File: config.mk
export PLATFORM = sky130hd
export DESIGN_NAME = mult_booth_datapath
export DESIGN_NICKNAME = d
export VERILOG_FILES = /design/src/rtl/mult_pkg.sv /design/src/rtl/mult_addsub.sv /design/src/rtl/mult_booth_datapath.sv
export SDC_FILE = /design/constraint.sdc
export NUM_CORES = 1
export LEC_CHECK = 0
export CORE_ASPECT_RATIO = 2
export CORE_MARGIN = 8
export CORE_UTILIZATION = 30
export DETAILED_ROUTE_END_ITERATION = 6
export PLACE_DENSITY = 0.51
export SLEW_MARGIN = 20
export SYNTH_ARGS = -nofsm -noshare
export SYNTH_HDL_FRONTEND = slang
export SYNTH_SLANG_ARGS = --single-unit
File: constraint.sdc
create_clock -name clock -period 4.05 [get_ports clock]
set_input_delay 0.81 -clock clock [delete_from_list [all_inputs] [get_ports clock]]
set_output_delay 0.81 -clock clock [all_outputs]
set_load 0.02 [all_outputs]
File: src/rtl/mult_pkg.sv
// Shared types and constants for the radix-4 Booth multiplier datapath.
package mult_pkg;

  localparam int DEF_WIDTH = 32;
  localparam int DEF_STEPS = DEF_WIDTH / 2;

  typedef enum logic [1:0] {
    IDLE = 2'd0,
    RUN  = 2'd1,
    DONE = 2'd2
  } state_t;

  // Booth window {mplier[1:0], extra} codes as seen by the control unit
  localparam logic [2:0] BOOTH_000 = 3'b000;
  localparam logic [2:0] BOOTH_001 = 3'b001;
  localparam logic [2:0] BOOTH_010 = 3'b010;
  localparam logic [2:0] BOOTH_011 = 3'b011;
  localparam logic [2:0] BOOTH_100 = 3'b100;
  localparam logic [2:0] BOOTH_101 = 3'b101;
  localparam logic [2:0] BOOTH_110 = 3'b110;
  localparam logic [2:0] BOOTH_111 = 3'b111;

endpackage

File: src/rtl/mult_addsub.sv
// Combinational W-bit adder/subtractor: sum = sub ? a - b : a + b.
module mult_addsub #(
  parameter int W = 34
) (
  input  logic [W-1:0] a,
  input  logic [W-1:0] b,
  input  logic         sub,
  output logic [W-1:0] sum
);

  // Two's complement subtract folded into the single carry chain
  assign sum = a + (b ^ {W{sub}}) + {{(W-1){1'b0}}, sub};

endmodule

File: src/rtl/mult_booth_datapath.sv
// Radix-4 Booth multiplier datapath steered by an external control unit via booth_bits.
// Define MULT_OVF_DETECT_EN to report signed overflow of the WIDTH-bit product on data_exception.
module mult_booth_datapath
  import mult_pkg::*;
#(
  parameter int WIDTH = DEF_WIDTH,
  parameter int STEPS = WIDTH / 2
) (
  input  logic             clock,
  input  logic             reset_n,
  input  logic             start,
  input  logic [WIDTH-1:0] data_operandA,
  input  logic [WIDTH-1:0] data_operandB,
  input  logic             add,
  input  logic             sub,
  input  logic             shift_mcand,
  input  logic             shift_prod,
  input  logic             nop,
  output logic [2:0]       booth_bits,
  output logic [WIDTH-1:0] data_result,
  output logic             data_resultRDY,
  output logic             data_exception,
  output logic             busy
);

  localparam int AW = WIDTH + 2;
  localparam int PW = 2 * WIDTH + 3;
  localparam int SW = $clog2(STEPS + 1);

  state_t           state_reg, state_next;
  logic [AW-1:0]    acc_reg, acc_next;
  logic [AW-1:0]    mcand_reg, mcand_next;
  logic [WIDTH-1:0] mplier_reg, mplier_next;
  logic             extra_reg, extra_next;
  logic [SW-1:0]    step_reg, step_next, step_inc;

  logic [AW-1:0]    addend, addsub_sum, sum;
  logic signed [PW-1:0] p_cat, p_shift;
  logic [AW-1:0]    shift_acc;
  logic [WIDTH-1:0] shift_mplier;
  logic             shift_extra;
  logic             do_arith, last_step;
  logic             unused_nop;

  // nop carries no datapath meaning; idle cycles are implied by !add && !sub
  assign unused_nop = nop;

  assign addend   = shift_mcand ? {mcand_reg[AW-2:0], 1'b0} : mcand_reg;
  assign do_arith = add ^ sub;

  mult_addsub #(.W(AW)) u_addsub (
    .a   (acc_reg),
    .b   (addend),
    .sub (sub),
    .sum (addsub_sum)
  );

  assign sum          = do_arith ? addsub_sum : acc_reg;
  assign p_cat        = {sum, mplier_reg, extra_reg};
  assign p_shift      = p_cat >>> 2;
  assign shift_acc    = p_shift[PW-1 -: AW];
  assign shift_mplier = p_shift[WIDTH:1];
  assign shift_extra  = p_shift[0];
  assign step_inc     = step_reg + SW'(1);
  assign last_step    = (state_reg == RUN) && shift_prod && !start && (step_inc == SW'(STEPS));

  always_comb begin
    state_next  = state_reg;
    acc_next    = acc_reg;
    mcand_next  = mcand_reg;
    mplier_next = mplier_reg;
    extra_next  = extra_reg;
    step_next   = step_reg;
    if (start) begin
      // start always wins, aborting any operation in flight
      state_next  = RUN;
      acc_next    = '0;
      mcand_next  = {{2{data_operandA[WIDTH-1]}}, data_operandA};
      mplier_next = data_operandB;
      extra_next  = 1'b0;
      step_next   = '0;
    end else begin
      case (state_reg)
        RUN: begin
          if (shift_prod) begin
            acc_next    = shift_acc;
            mplier_next = shift_mplier;
            extra_next  = shift_extra;
            step_next   = step_inc;
            if (last_step) state_next = DONE;
          end else begin
            acc_next = sum;
          end
        end
        DONE:    state_next = IDLE;
        default: state_next = state_reg;
      endcase
    end
  end

  always_ff @(posedge clock or negedge reset_n) begin
    if (!reset_n) begin
      state_reg  <= IDLE;
      acc_reg    <= '0;
      mcand_reg  <= '0;
      mplier_reg <= '0;
      extra_reg  <= 1'b0;
      step_reg   <= '0;
    end else begin
      state_reg  <= state_next;
      acc_reg    <= acc_next;
      mcand_reg  <= mcand_next;
      mplier_reg <= mplier_next;
      extra_reg  <= extra_next;
      step_reg   <= step_next;
    end
  end

  assign booth_bits     = {mplier_reg[1:0], extra_reg};
  assign data_result    = mplier_reg;
  assign data_resultRDY = (state_reg == DONE);
  assign busy           = (state_reg == RUN);

`ifdef MULT_OVF_DETECT_EN
  logic [AW-1:0] ovf_bits;
  logic          exc_reg;

  // Product fits in WIDTH signed bits only if every acc bit copies the result sign
  genvar gi;
  generate
    for (gi = 0; gi < AW; gi++) begin : g_ovf
      assign ovf_bits[gi] = shift_acc[gi] ^ shift_mplier[WIDTH-1];
    end
  endgenerate

  always_ff @(posedge clock or negedge reset_n) begin
    if (!reset_n) begin
      exc_reg <= 1'b0;
    end else if (start) begin
      exc_reg <= 1'b0;
    end else if (last_step) begin
      exc_reg <= |ovf_bits;
    end
  end

  assign data_exception = exc_reg;
`else
  assign data_exception = 1'b0;
`endif

endmodule
Word-level counts from Yosys, hierarchy flattened
Index checks and enable logic that the tools add are counted.

storage, ports and cells
  register bits = 106
  input bits = 72
  output and inout port bits = 38

cells by class
  add/subtract/negate cells = 3
  equality and inequality tests = 5
  multiplexer cells = 18
  bitwise logic cells = 2
  reductions and logical operators = 9

operators with widths
  cell                                                                      count
  32-bit two-way mux                                                        4
  34-bit two-way mux                                                        3
  34-bit by 1-bit adder with 34-bit output                                  1
  34-bit adder                                                              1
  34-bit bitwise XOR                                                        1
  33-bit two-way mux                                                        1
  5-bit two-way mux                                                         3
  2-bit two-way mux                                                         3
  5-bit by 1-bit adder with 5-bit output (second input constant)            1
  5-bit == test (second input constant)                                     1
  2-bit case mux with 2 select lines                                        1
  2-bit nonzero test                                                        2
  1-bit logical AND                                                         3
  1-bit two-way mux                                                         3
  3-bit by 2-bit inequality test with 1-bit output (second input constant)  1
  3-bit inequality test (second input constant)                             1
  3-bit AND reduction                                                       1
  3-bit nonzero test                                                        1
  2-bit by 1-bit == test with 1-bit output (second input constant)          1
  2-bit == test (second input constant)                                     1
  2-bit AND reduction                                                       1
  1-bit zero test                                                           1
  1-bit bitwise XOR                                                         1

Depth between registers and ports, before layout
  word-level depth = 8
  gate-level depth with buffers = 15

Modules after synthesis
From an unflattened synthesis, not the netlist that was laid out.

unflattened totals
  cells, all modules = 790
  area, all modules = 7,571.0 um^2

modules (own cells, without submodules)
  module               instances  cells each  area an instance (um^2)
  mult_booth_datapath  1          491         5,381.4
  mult_addsub          1          299         2,189.6

Worst setup path after synthesis
Ideal clock, no wire load.

  path kind = input port to flip-flop
  start = input port shift_mcand
  end = register acc_reg[32]
  data arrival time = 3.903 ns
  data required time = 3.919 ns
  slack = 0.015 ns
  stages = 13
  cell sequence = buf_2 buf_1 mux2i_1 xnor2_1 ha_1 a211o_1 o31a_2 a211o_1 nor2_2 o31ai_2 a31oi_4 mux2i_1 or3_1

between the ends
  longest elaborated chain between the ends = 8

RTL lines
  what                                      line                        text
  start, declared                           mult_booth_datapath.sv:16   input logic shift_mcand,
  32-bit two-way mux                        mult_booth_datapath.sv:48   assign addend = shift_mcand ? {mcand_reg[AW-2:0], 1'b0} : mcand_reg;
  34-bit bitwise XOR                        mult_addsub.sv:12           assign sum = a + (b ^ {W{sub}}) + {{(W-1){1'b0}}, sub};
  34-bit adder                              mult_addsub.sv:12
  34-bit by 1-bit adder with 34-bit output  mult_addsub.sv:12
  34-bit two-way mux                        mult_booth_datapath.sv:58   assign sum = do_arith ? addsub_sum : acc_reg;
  33-bit two-way mux                        mult_booth_datapath.sv:85   if (shift_prod) begin
  34-bit two-way mux                        mult_booth_datapath.sv:83   case (state_reg)
  34-bit two-way mux                        mult_booth_datapath.sv:74   if (start) begin
  end signal, assigned                      mult_booth_datapath.sv:111  acc_reg <= acc_next;
  end, declared                             mult_booth_datapath.sv:31   logic [AW-1:0] acc_reg, acc_next;

No other way between the ends. The select of a mux whose other input is x is not followed.
A chain may end at the register's enable or synchronous reset.

Worst setup path in the final report
  start = input port shift_mcand
  end = register acc_reg[26]

Same word-level chain as after synthesis.

==> results.yml <==
run_status:
  status: "finished, final reports clean"
finish:
  fin_nets: 1083
  drive_gt1_share_pct: 16.6
  num-fill-cells: 2582
  finalNonFillerCells: 1319
  area_growth_pct: 30.3
  largest_reg_flops: 34
sta:
  relSlewSlack_pct: 50.4
  finalMaxSlewViolations: 0
  finalCritPeriodShare_pct: 91.8
  setup_ws_ps: 333
  hold_violations: 0
  rsz0062_at_grt: "no"
  skew_ps: 14.8
  final-setup-viol-count: 0
  tightestPinTransition_ps: 744
  layout_min_cycle_time_ps: 3720
  fmax_ghz: 0.269
setup_path:
  endpoint_kind: "register"
  cp_max_fo: 11
  start_kind: "input port"
  path_class: "in2reg"
  rr_startpoint: "mcand_reg[0]"
  crit_arrival_ps: 3950
  crit_path_start: "shift_mcand"
  cp_data_required_time_ps: 4280
global_routing:
  antenna_found_initial: 2
  grt_util_all_layers_pct: 16.3
  grt_max_degree: 121
  grt_remaining_overflow: 0
  grt_pass1_vias: 7184
  grt_pass1_wl_microns: 38700
drt:
  drtAntennaViolNets: 0
  wirelength_microns: 24600
  wl_per_cell_microns: 18.7
  dr.pass1.iters: 4
  drtIter0Drc: 267
  vias_per_cell: 5.09
  num_vias: 6712
  drc_errors: 0
synthesis:
  netlist_area_sq_um: 7560
  yosysWarnings: 0
  syn_area_per_cell_sq_um: 9.11
  synth-edff-count: 0
  synth_xor_xnor_area_share_pct: 7.88
  yosys.area_share.simple_pct: 13.4
  muxShareOfSynthArea_pct: 14.2
  synth_most_common_cell: "dfrtp_1"
  synthArstFlopShare_pct: 100
  synth_seq_cells: 106
  synth.top_cell.area_share_pct: 35.1
  synth_area_leaders: "dfrtp_1, mux2i_1, ha_1"
  synthesis.nets: 937
  synth_top_area_cell: "dfrtp_1"
  synth_top_family_by_area: "compound AO/OA/AOI/OAI gates"
  synthAdderAreaFrac_pct: 5.89
  synth-seq-area-share_pct: 35.1
  synth.distinct_cells: 70
  syn_inst: 830
  synth_ff_type: "dfrtp_1"
  synth_common_cells: "dfrtp_1, nand2_1, mux2i_1"
  synth_compound_gate_area_share_pct: 19.7
cts:
  clockBufferDepth: 2
  cts_max_level: 3
  cts-root-buf: "clkbuf_16"
  clock_latency_ps: 370
  cts_tree: "built"
  cts_buffers: 9
  clkTransAtPathRegs_ps: 80
  cts.sinks: 106
  cts_setup_buffers: 0
power:
  power.leakage_nw: 4.29
  ir_worst_vdd_mv: 0.245
  p_per_area_nw_per_um2: 487
worst_hold_path:
  hold_path.class: "in2async"
placement:
  gp_congestion: 0.870
  post-place-ws_ps: -84.4
  port_buffers: 107
  dpl.cell_count: 1301
  dp_hpwl_microns: 18800
die:
  die_x_microns: 128
  placementRows: 82
  dieHeight_microns: 240
  floorplan.initialDensity_pct: 30.3
  io_pins: 110
  core-area_sq_um: 24900
  die-area_sq_um: 30800
flow_run:
  max-cap-violations: 0
## per-layer routing
metal / vias to the layer above / part of all wire (%) / GRT usage [%]
li1: 3291 / - / -
met1: 3238 / 35 / 15.8
met2: 128 / 57 / 31.4
met3: 55 / 2.3 / 1.87
met4: 0 / 5.2 / 10.0
met5: - / 0 / 0
## cell families (layout without fill, tap and decap cells)
kind of cell / after synthesis / after routing
AOI/OAI and AO/OA: 230 / 230
buffers and inverters: 70 / 221
muxes: 102 / 102
and+or+nand+nor: 218 / 218
adders and majority gates: 35 / 35
xor gates and xnor gates: 68 / 68
DFF: 106 / 106
other: 1 / 3
## through the flow
| stage | power [mW] | hold WS, ps | instance area, sq um | TNS [ps] | utilization, % |
|---|---|---|---|---|---|
| global placement | 3.84 | 489 | 9520 | -71.2 | 38.2 |
| finish | 4.80 | 456 | 9850 | 0 | 39.5 |
| detailed placement | 3.85 | 490 | 9520 | -172 | 38.2 |
| global route | 5.11 | 518 | 9850 | 0 | 39.5 |
| floorplan | 2.83 | 473 | 7560 | 0 | - |
| CTS | 4.83 | 509 | 9820 | 0 | 39.4 |
## cells in the final DEF (no fill, tap or decap), types with 4 or more instances in the layout
cell type	n
buf_12	5
o21ai_0	65
nand3b_1	7
and3_1	4
nor3_1	9
xnor2_1	44
buf_4	80
mux2i_1	68
nor2_1	46
a21oi_1	58
or3_1	8
nor2b_1	6
ha_1	34
dfrtp_1	106
o211ai_1	12
nand2b_1	6
o21bai_1	8
nand3_1	6
o31ai_1	7
mux2_2	33
o21ai_1	4
a211oi_1	9
a31oi_1	7
o221ai_1	4
xor2_1	22
nand4_1	12
nand2_1	97
clkdlybuf4s50_1	103
clkbuf_16	9
a21o_1	14
inv_1	14
## critical path, cell delays in order
cell and delay, ps:
buf_2 140, buf_12 150, mux2i_1 220, xnor2_1 150, ha_1 290, a211o_1 350, o22a_2 260, o31ai_2 80
o31ai_1 120, buf_4 170, a221oi_2 300, o21ai_1 200, a221oi_2 300, xor2_1 180, buf_4 150, a21oi_1 70
## path summary, 6_finish.rpt
| check | end | slack, ps | depth (start not counted) |
|---|---|---|---|
| setup / recovery | acc_reg[26] | 330 | 16 |
| hold / removal | mcand_reg[21] | 460 | 1 |
| setup reg to reg | acc_reg[24] | 700 | 15 |
| hold reg to reg | state_reg[0] | 510 | 1 |
| max in group asynchronous | data_result[29] | 2810 | 2 |
| min in group clock | state_reg[0] | 510 | 1 |
## timing repair
action / 4_1_cts / 5_1_grt
hold buffers: 0 / 0
endpoints found under the setup margin: 0 / 2
gates resized for setup: 0 / 3
## final cells by class
cell class                      instances  area, sq um  share of cell area (%)
Antenna cell                            2         5.00                  0.0508
Clock buffer                            9          225                    2.29
Clock inverter                          7         81.3                   0.826
Inverter                               14         52.6                   0.534
Multi-Input combinational cell        654         4660                    47.3
Sequential cell                       106         2650                    26.9
Tap cell                              336          420                    4.27
Timing Repair Buffer                  191         1750                    17.8
## where the power goes
| group | total, mW | switching, mW | leakage [nW] | internal, mW |
|---|---|---|---|---|
| sequential | 1.38 | 0.166 | 1.32 | 1.21 |
| clock | 0.957 | 0.465 | 0.153 | 0.492 |
| combinational | 2.46 | 1.29 | 2.82 | 1.16 |
Power figures use the tool's default switching activity.
==> RTL change, RTL diff (same settings) <==
Set the package constant `DEF_WIDTH` to 16 (it was 32).
--- a/src/rtl/mult_pkg.sv
+++ b/src/rtl/mult_pkg.sv
@@ -3,3 +3,3 @@
 
-  localparam int DEF_WIDTH = 32;
+  localparam int DEF_WIDTH = 16;
   localparam int DEF_STEPS = DEF_WIDTH / 2;
Interface: changed (resized data_operandA, data_operandB and data_result); port bits go from 110 to 62. The function was not compared with the original's and may differ.
==> RTL change against the unedited design <==
  * Sequential share of layout area rose by 0.15 points
  * Area after synthesis is 46% lower
  * Design area down 47%
  * Combinational power decreased by 53%
  * Sequential cell count shrank 49
  * Total power down 43%
  * Setup slack lost 8.6 ps
  * First-iteration DRC count decreased by 2.6%
  * Via count is 46% lower
  * Maximum frequency shrank 0.23%
  * Critical path depth decreased by 3
  * Clock power is 14% lower
  * Wire length shrank 49%
  * Critical path type unchanged
  * Highest routed layer unchanged
==> RTL change: results (changes against the unedited design) <==
CP max FO 16 (+5); max reg flops 18 (-47%); Routed WL 12,610 um (-49%); worst slack at placement -37.45 ps (+46.94 ps); HP Start acc_reg[14]; DP HPWL 9834 um (-48%); n_diodes 0 (-2); average size of a mapped cell 9.133 um2 (+0.28%); worst-case clock buffer depth 2 (unchanged); Hold Crit Class reg2reg; status completed; WP data arrival 3940 ps (about the same); reg2reg setup slack 1180 ps (+480 ps); GR Util All Layers 14.65% (-1.6 points); antenna violations before repair 0 (-2); gpl congestion 0.9435 (+8.4%); number of post-CTS setup repair buffers 0 (unchanged); Final #Nets 577 (-47%); pin count of the biggest net entering global routing 63 (-48%); Finished Layout Cells 678 (-49%); Synth top cells by count dfrtp_1, nand2_1, nor2_1, o21ai_0, a21oi_1; fraction of registers with async set/reset 100.0% (unchanged); Synth area leaders dfrtp_1, mux2i_1, ha_1; Reg clk slew, reported paths 60 ps (-20 ps); mean number of vias per cell 5.299 (+4.1%); Relative slew margins 33.93% (-16 points); sequential area share after synthesis 35.17% (+0.087 points); I/O Buffers 59 (-45%); r2r startpoint mcand_reg[5]; Pre-antenna DRT Iters 5 (+1); CP max stage cell clkdlybuf4s50_1; # resized after CTS 0 (unchanged); vias in the first global route 3,796 (-47%); clk_lat worst skew 330 ps (-40 ps); layout cells sized above 1 13.96% (-2.7 points); reg2reg end acc_reg[13]; skew final 5.912 ps (-8.881 ps); number of DRC markers in iteration 0 260 (-2.6%); Reg2Reg Depth 11 (-4); library cells used by synthesis 63 (-10%); Peak VDD IR 287.0 uV (+17%); P_leak 2.223 nW (-48%); syn nets 503 (-46%); final hold slack 530.6 ps (+75.07 ps); Yosys warnings 0 (unchanged); dpl cells 662 (-49%); first-pass GRT wire length 20,040 um (-48%); CP peak stage delay 530 ps (+180 ps); hold depth 2
-- RTL change: cell types whose count changed after synthesis, moves of 9 or more --
cell / change
nor2_1: -9
o21ai_0: -28
mux2_2: -17
buf_1: -13
xor2_1: -16
a21oi_1: -26
mux2i_1: -36
ha_1: -16
dfrtp_1: -49
nand2_1: -47
xnor2_1: -20
a21o_1: -11
nand4_1: -11
clkbuf_1: -20
-- RTL change: power by group --
group / switching (mW) / total [mW] / internal (mW)
sequential: 0.105 / 0.763 / 0.658
clock: 0.284 / 0.821 / 0.537
combinational: 0.628 / 1.16 / 0.535
-- RTL change: per-stage QoR --
| step | instance area [um2] | power (mW) |
|---|---|---|
| after global placement | 4946 | 1.920 |
| after CTS | 5266 | 2.777 |
| after detailed placement | 4946 | 1.935 |
| after floorplan | 4055 | 1.499 |
| final | 5266 | 2.746 |
| after global routing | 5266 | 2.917 |
-- RTL change: metal layers --
metal	share of wire, %	GRT usage (%)
met1	34	12.83
met3	3.8	3.173
met4	5.4	9.350
met5	0	0
met2	57	28.71
-- RTL change: logic make-up (layout without fill, tap and decap cells) --
group | Yosys count | after routing | share of synthesized area [%]
AO/OA/AOI/OAI | 131 | 131 | 20.95
multiplexers | 50 | 50 | 13.45
XOR/XNOR | 33 | 33 | 7.313
adder cells (fa/ha/maj) | 19 | 19 | 6.048
other | 1 | 1 | 0.09248
AND/OR/NAND/NOR | 121 | 121 | 13.30
flip-flops | 57 | 57 | 35.17
buffers and inverters | 32 | 111 | 3.672
-- RTL change: worst max-delay path, delay by kind of cell --
family	cells	cell delay, ps
AOI/OAI and AO/OA	6	1310
buffers and inverters	3	890
xor gates and xnor gates	2	390
adders and majority gates	1	310
muxes	1	220
-- RTL change: cell type report --
class                   count  area (um2)
clock buffers               9       225.2
clock inverters             7       95.09
fillers                  1384        8097
inverters                   8       30.03
multi-input cells         355        2480
flip-flops and latches     57        1426
well taps                 155       193.9
repair buffers             87       815.8
-- RTL change: worst max path at each step --
stage,from,end,slack (ps)
after detailed placement,shift_mcand,acc_reg[13],-40
after global routing,shift_mcand,acc_reg[13],110
after CTS,shift_mcand,acc_reg[13],300
after global placement,shift_mcand,acc_reg[13],6
after floorplan,shift_mcand,acc_reg[13],480
final,shift_mcand,acc_reg[13],320
